## src/rtl/water_alarm_manager.sv

```systemverilog
// water_alarm_manager
// Consumes the quality code and alert flag from the water quality indicator
// stage once per sample strobe. A fault must repeat PERSIST times before it
// raises the alarm. The alarm stays latched until the operator acknowledges it,
// and it clears only after CLEAR_PERSIST consecutive safe samples. While the
// alarm is unacknowledged the buzzer toggles every BEEP_PERIOD clocks. Each
// cause has a saturating event counter, and proto_err flags any sample whose
// alert flag disagrees with its quality code.
//
// Optional feature (macro WATER_ALARM_TIMESTAMP_EN): adds a free-running 16-bit
// count of valid samples. The alarm_ts output captures that count on every
// alarm entry.
module water_alarm_manager #(
   parameter int PERSIST       = 4,
   parameter int CLEAR_PERSIST = 8,
   parameter int BEEP_PERIOD   = 16,
   parameter int CNT_W         = 8
) (
   input  logic             clk,
   input  logic             reset,
   input  logic             sample_valid,
   input  logic [1:0]       quality_in,
   input  logic             alert_in,
   input  logic             ack,
   input  logic             clr_counts,
   output logic             alarm,
   output logic [1:0]       alarm_code,
   output logic             buzzer,
   output logic [1:0]       state_out,
   output logic [CNT_W-1:0] ph_cnt,
   output logic [CNT_W-1:0] turb_cnt,
   output logic [CNT_W-1:0] temp_cnt,
   output logic             proto_err
`ifdef WATER_ALARM_TIMESTAMP_EN
   ,
   output logic [15:0]      alarm_ts
`endif
);

   localparam int BEEP_W = (BEEP_PERIOD > 1) ? $clog2(BEEP_PERIOD) : 1;

   typedef enum logic [1:0] {
      ST_IDLE    = 2'b00,
      ST_PENDING = 2'b01,
      ST_ALARM   = 2'b10,
      ST_ACKED   = 2'b11
   } state_t;

   state_t            state_reg;
   logic [1:0]        cand_reg;
   logic [7:0]        pcnt_reg;
   logic [7:0]        ccnt_reg;
   logic [BEEP_W-1:0] beep_reg;
   logic              alarm_reg;
   logic [1:0]        alarm_code_reg;
   logic              buzzer_reg;
   logic              proto_err_reg;
   logic [CNT_W-1:0]  cnt_val [3];

   genvar gi;

   // The sample counts as a fault whenever the quality code is not "safe".
   logic is_fault;
   assign is_fault = (quality_in != 2'b00);

   // This flag selects the post-acknowledge rules. It is set in ACKED, and in
   // ALARM on the cycle an ack arrives, so a sample on that cycle follows the
   // ACKED rules.
   logic ack_path;
   assign ack_path = (state_reg == ST_ACKED) || ((state_reg == ST_ALARM) && ack);

   // On the acknowledge cycle the clear and persistence runs start from zero.
   logic [7:0] ccnt_base;
   logic [7:0] pcnt_base;
   assign ccnt_base = (state_reg == ST_ACKED) ? ccnt_reg : 8'd0;
   assign pcnt_base = (state_reg == ST_ACKED) ? pcnt_reg : 8'd0;

   // Next values of the run counters under the ACKED rules. The legal
   // parameter range keeps these counters from overflowing 8 bits.
   logic [7:0] ack_ccnt_inc;
   logic [7:0] ack_pcnt_next;
   logic       ack_clear;
   assign ack_ccnt_inc  = ccnt_base + 8'd1;
   assign ack_clear     = (ack_ccnt_inc >= 8'(CLEAR_PERSIST));
   assign ack_pcnt_next = ((pcnt_base != 8'd0) && (cand_reg == quality_in))
                          ? (pcnt_base + 8'd1) : 8'd1;

   // Next value of the run counter under the IDLE/PENDING rules. A run
   // continues only in PENDING with the same candidate code.
   logic [7:0] pend_pcnt_next;
   assign pend_pcnt_next = ((state_reg == ST_PENDING) && (cand_reg == quality_in))
                           ? (pcnt_reg + 8'd1) : 8'd1;

   // This flag marks the edge that samples the PERSIST-th qualifying fault. The
   // FSM and the cause counters both use it.
   logic enter_alarm;
   always_comb begin
      enter_alarm = 1'b0;
      if (sample_valid && is_fault) begin
         if (ack_path)
            enter_alarm = (quality_in != alarm_code_reg) && (ack_pcnt_next >= 8'(PERSIST));
         else if (state_reg != ST_ALARM)
            enter_alarm = (pend_pcnt_next >= 8'(PERSIST));
      end
   end

   // Alarm FSM with registered alarm, code and buzzer outputs.
   always_ff @(posedge clk or posedge reset) begin
      if (reset) begin
         state_reg      <= ST_IDLE;
         cand_reg       <= 2'b00;
         pcnt_reg       <= 8'd0;
         ccnt_reg       <= 8'd0;
         beep_reg       <= '0;
         alarm_reg      <= 1'b0;
         alarm_code_reg <= 2'b00;
         buzzer_reg     <= 1'b0;
      end else begin
         case (state_reg)
            ST_IDLE, ST_PENDING: begin
               if (sample_valid) begin
                  if (!is_fault) begin
                     state_reg <= ST_IDLE;
                     pcnt_reg  <= 8'd0;
                  end else if (enter_alarm) begin
                     state_reg      <= ST_ALARM;
                     alarm_reg      <= 1'b1;
                     alarm_code_reg <= quality_in;
                     buzzer_reg     <= 1'b1;
                     beep_reg       <= '0;
                     pcnt_reg       <= 8'd0;
                     ccnt_reg       <= 8'd0;
                  end else begin
                     state_reg <= ST_PENDING;
                     cand_reg  <= quality_in;
                     pcnt_reg  <= pend_pcnt_next;
                  end
               end
            end
            default: begin
               if (!ack_path) begin
                  // Unacknowledged alarm: samples are ignored and the buzzer beeps.
                  if (beep_reg == BEEP_W'(BEEP_PERIOD - 1)) begin
                     beep_reg   <= '0;
                     buzzer_reg <= ~buzzer_reg;
                  end else begin
                     beep_reg <= beep_reg + BEEP_W'(1);
                  end
               end else begin
                  if (state_reg == ST_ALARM) begin
                     state_reg  <= ST_ACKED;
                     buzzer_reg <= 1'b0;
                     ccnt_reg   <= 8'd0;
                     pcnt_reg   <= 8'd0;
                  end
                  if (sample_valid) begin
                     if (!is_fault) begin
                        pcnt_reg <= 8'd0;
                        if (ack_clear) begin
                           state_reg <= ST_IDLE;
                           alarm_reg <= 1'b0;
                           ccnt_reg  <= 8'd0;
                        end else begin
                           ccnt_reg <= ack_ccnt_inc;
                        end
                     end else if (quality_in == alarm_code_reg) begin
                        ccnt_reg <= 8'd0;
                        pcnt_reg <= 8'd0;
                     end else if (enter_alarm) begin
                        state_reg      <= ST_ALARM;
                        alarm_reg      <= 1'b1;
                        alarm_code_reg <= quality_in;
                        buzzer_reg     <= 1'b1;
                        beep_reg       <= '0;
                        pcnt_reg       <= 8'd0;
                        ccnt_reg       <= 8'd0;
                     end else begin
                        ccnt_reg <= 8'd0;
                        cand_reg <= quality_in;
                        pcnt_reg <= ack_pcnt_next;
                     end
                  end
               end
            end
         endcase
      end
   end

   // Saturating per-cause alarm event counters. Index 0 counts pH, index 1
   // counts turbidity and index 2 counts temperature. A clear on the same cycle
   // as an increment wins.
   generate
      for (gi = 0; gi < 3; gi++) begin : g_cnt
         logic [CNT_W-1:0] cnt_reg;
         // Count alarm entries whose cause matches this counter.
         always_ff @(posedge clk or posedge reset) begin
            if (reset)
               cnt_reg <= '0;
            else if (clr_counts)
               cnt_reg <= '0;
            else if (enter_alarm && (quality_in == 2'(gi + 1)) && (cnt_reg != '1))
               cnt_reg <= cnt_reg + CNT_W'(1);
         end
         assign cnt_val[gi] = cnt_reg;
      end
   endgenerate

   // Sticky flag for a valid sample whose alert flag disagrees with its code.
   always_ff @(posedge clk or posedge reset) begin
      if (reset)
         proto_err_reg <= 1'b0;
      else if (sample_valid && (alert_in != is_fault))
         proto_err_reg <= 1'b1;
   end

`ifdef WATER_ALARM_TIMESTAMP_EN
   logic [15:0] ts_reg;
   logic [15:0] alarm_ts_reg;

   // Free-running count of valid samples, captured on every alarm entry.
   always_ff @(posedge clk or posedge reset) begin
      if (reset) begin
         ts_reg       <= 16'd0;
         alarm_ts_reg <= 16'd0;
      end else begin
         if (sample_valid)
            ts_reg <= ts_reg + 16'd1;
         if (enter_alarm)
            alarm_ts_reg <= ts_reg;
      end
   end

   assign alarm_ts = alarm_ts_reg;
`endif

   assign alarm      = alarm_reg;
   assign alarm_code = alarm_code_reg;
   assign buzzer     = buzzer_reg;
   assign state_out  = state_reg;
   assign ph_cnt     = cnt_val[0];
   assign turb_cnt   = cnt_val[1];
   assign temp_cnt   = cnt_val[2];
   assign proto_err  = proto_err_reg;

endmodule

```

## config.mk

```make
export PLATFORM = sky130hd
export DESIGN_NAME = water_alarm_manager
export DESIGN_NICKNAME = d
export VERILOG_FILES = /design/src/rtl/water_alarm_manager.sv
export SDC_FILE = /design/constraint.sdc
export NUM_CORES = 1
export LEC_CHECK = 0
export CAP_MARGIN = 20
export CORE_ASPECT_RATIO = 2
export CORE_MARGIN = 8
export CORE_UTILIZATION = 50
export CTS_BUF_LIST = sky130_fd_sc_hd__clkbuf_8 sky130_fd_sc_hd__clkbuf_16
export DETAILED_ROUTE_END_ITERATION = 10
export GPL_ROUTABILITY_DRIVEN = 1
export GPL_TIMING_DRIVEN = 0
export PLACE_DENSITY = 0.76
export SYNTH_ARGS = -nofsm -noshare
export SYNTH_HDL_FRONTEND = slang
export SYNTH_SLANG_ARGS = --single-unit
```

## constraint.sdc

```tcl
create_clock -name clk -period 2.5 [get_ports clk]
set_input_delay 0.5 -clock clk [delete_from_list [all_inputs] [get_ports clk]]
set_output_delay 0.5 -clock clk [all_outputs]
set_load 0.03 [all_outputs]
```

==> reports/results.ini <==
[status]
status=complete, but fails checks
violations=setup timing

[cts]
cts_tree=built
root_buffer=clkbuf_16
cts_inserted_buffers=5
clk_path_buf_depth=2
clk_pin_slew_worst_paths_ps=70
clk_latency_ps=290
ctsHtreeMaxLevel=2
cts_sinks=53

[placed_design]
hpwl_um=5970
gp_congestion=0.896
post_dp_cell_area_um2=3730
place_inst=463
numPortBuffers=34
place_ws_ps=-390

[timing]
setup_ws_ps=-38.5
final-setup-viol-count=2
fmax_ghz=0.394
setup_tns_ps=-51.4
fin_worst_skew_ps=8.55
rsz0062_at_grt=true
timing.hold.ws_ps=472
finalMaxSlewViolations=0
fin_crit_ps=2540
hold_viol=0
finalCritPeriodShare_pct=102
max-slew-margin-rel_pct=53.9
worst_pin_slew_ps=691

[power_and_ir_drop]
comb_power_share_pct=35.5
p_leak_nw=1.77
p_clk_share_pct=25.9
ir_drop_v=0.000523
power.internal_mw=1.76
p_switching_mw=0.904
p_seq_share_pct=38.6
cellPowerDensity_nw_per_um2=625
finalPower_mw=2.67
switching_share_pct=33.9

[synthesis]
ys_warn_count=0
syn_area_per_cell_um2=9.31
synthTopCellsByCount=53 x dfrtp_1, 33 x nand2_1, 29 x a21oi_1, 17 x nand3_1
synth_ff_type=dfrtp_1
ys_async_sr_fraction_pct=100
synth_seq_cells=53
yosysSeqAreaShare_pct=41.7
syn-num-nets=359
yosys.area.top_type=dfrtp_1
synth_most_common_cell=dfrtp_1
synth_edf_count=0
synth_area_um2=3180
synth_top_area_share_pct=41.7
synth_cell_types=61
synthCells=342
synth_area_leaders=dfrtp_1 42%, a21oi_1 4.6%, nand2_1 3.9%

[floorplanning]
pin_count=39
coreArea_um2=6260
die_width_um=72.4
die_area_um2=9330
die_y_um=129
initial_core_util_pct=50.9
core.rowCount=41

[critical_path]
worstPathCellList=ha_2, and4_1, o32ai_4, a22oi_1, a21o_4, buf_4, or4_4, a21oi_2
critPathLaunchType=flip-flop
crit_arrival_ps=2740
rrSetupSlack_ps=-40
r2r-end=turb_cnt[6]
critPathLaunch=pcnt_reg[1]
r2r-start=pcnt_reg[1]
crit_type=flip-flop to flip-flop
r2r_cells=8
cp.depth=8
cp_slowest_cell=or4_4
max_stage_delay_ps=510
endpoint=turb_cnt[6]
end_kind=flip-flop
crit_required_ps=2700
crit_family=compound AO/OA/AOI/OAI gates
critPathMaxFanout=8
cp_num_buf_inv=1

[detailed_routing]
avgViaCountPerCell=6.05
firstDrtPassIters=5
routedWlPerCell_um=18.1
dr.first_iter.drc_count=161
drc=0
routed_wl_um=8820
drtAntennaViolNets=0
vias=2953

[global_route]
grt_max_degree=43
grt_pass1_wl_um=14300
grt_antenna_before_repair=0
grt_pass1_vias=2942
grt_overflow=0
grtUsageTotal_pct=19.2

[run]
max_cap_violations=0

[final_layout]
synthToLayoutAreaGrowth_pct=34.0
regArea_um2=1330
fin_util_pct=68.2
drive_above_1_share_pct=24.9
instances_no_fill=488
antennaDiodeCount=0
fill_cells=496
fin_area_um2=4270
nNetsFinal=418
multi_input_area_um2=1910

[min_path]
hold_class=primary input to async pin

## layer usage
layer	global-route usage (%)	share of wire, %
met4	7.84	3.2
met5	0	0
met1	19.9	36
met3	3.20	3.8
met2	36.2	57
## power by group through the flow
| stage | Clock [mW] | Sequential (mW) | Combinational (mW) |
|---|---|---|---|
| floorplan | 0 | 1.10 | 0.441 |
| global placement | 0 | 1.04 | 0.697 |
| detailed placement | 0 | 1.05 | 0.715 |
| CTS | 0.694 | 1.03 | 0.887 |
| global route | 0.725 | 1.04 | 1.02 |
| finish | 0.690 | 1.03 | 0.947 |
## worst reg2reg max path, cell delays in order, from the launching register on
cell     delay, ps
dfrtp_2        470
ha_2           230
and4_1         220
o32ai_4        260
a22oi_1        140
a21o_4         250
buf_4          160
or4_4          510
a21oi_2        210
## worst min path at each step
stage,startpoint,endpoint,depth (start not counted),slack (ps)
3_3_place_gp,proto_err,proto_err,1,440
4_1_cts,proto_err,proto_err,1,470
5_1_grt,proto_err,proto_err,1,490
3_5_place_dp,proto_err,proto_err,1,460
6_report,reset,ccnt_reg[5],2,470
2_1_floorplan,ccnt_reg[0],ccnt_reg[0],1,450
## area by class of cell
class,instances,share of cell area (%)
Multi-Input combinational cell,254,44.8
Tap cell,86,2.52
Clock buffer,6,3.25
Sequential cell,53,31.2
Buffer,18,3.72
Timing Repair Buffer,55,13.1
Inverter,14,1.23
Clock inverter,2,0.176
## what timing repair did
| action | in CTS | in global routing |
|---|---|---|
| hold buffers | 0 | 0 |
| setup endpoints to repair | 38 | 38 |
| gates resized for setup | 26 | 26 |
| setup buffers | 14 | 4 |
| cloned | 2 | 0 |
| hold endpoints to repair | 0 | 0 |
| pin swaps | 16 | 16 |
## cell usage in the layout (no fill, tap or decap), drive strengths merged, types with 4 or more instances in the layout
cell type / count
nand4: 6
or4: 13
clkdlybuf4s50: 33
clkbuf: 11
nand3: 17
ha: 9
mux2i: 5
inv: 16
nand2b: 5
o21ai: 14
o211ai: 4
or3: 8
nand2: 34
a21oi: 30
o31ai: 15
and3: 9
xnor2: 6
dfrtp: 53
nor3: 6
buf: 34
nor2: 15
and2: 13
nor4: 4
## kinds of logic after synthesis
logic type / synth area share, %
mux: 2.63
flops: 41.7
compound gates: 18.8
simple gates: 24.6
fa+ha+maj: 3.54
buf+inv: 6.29
xor+xnor: 2.48
Note: power is estimated with default switching activity, not from simulation.
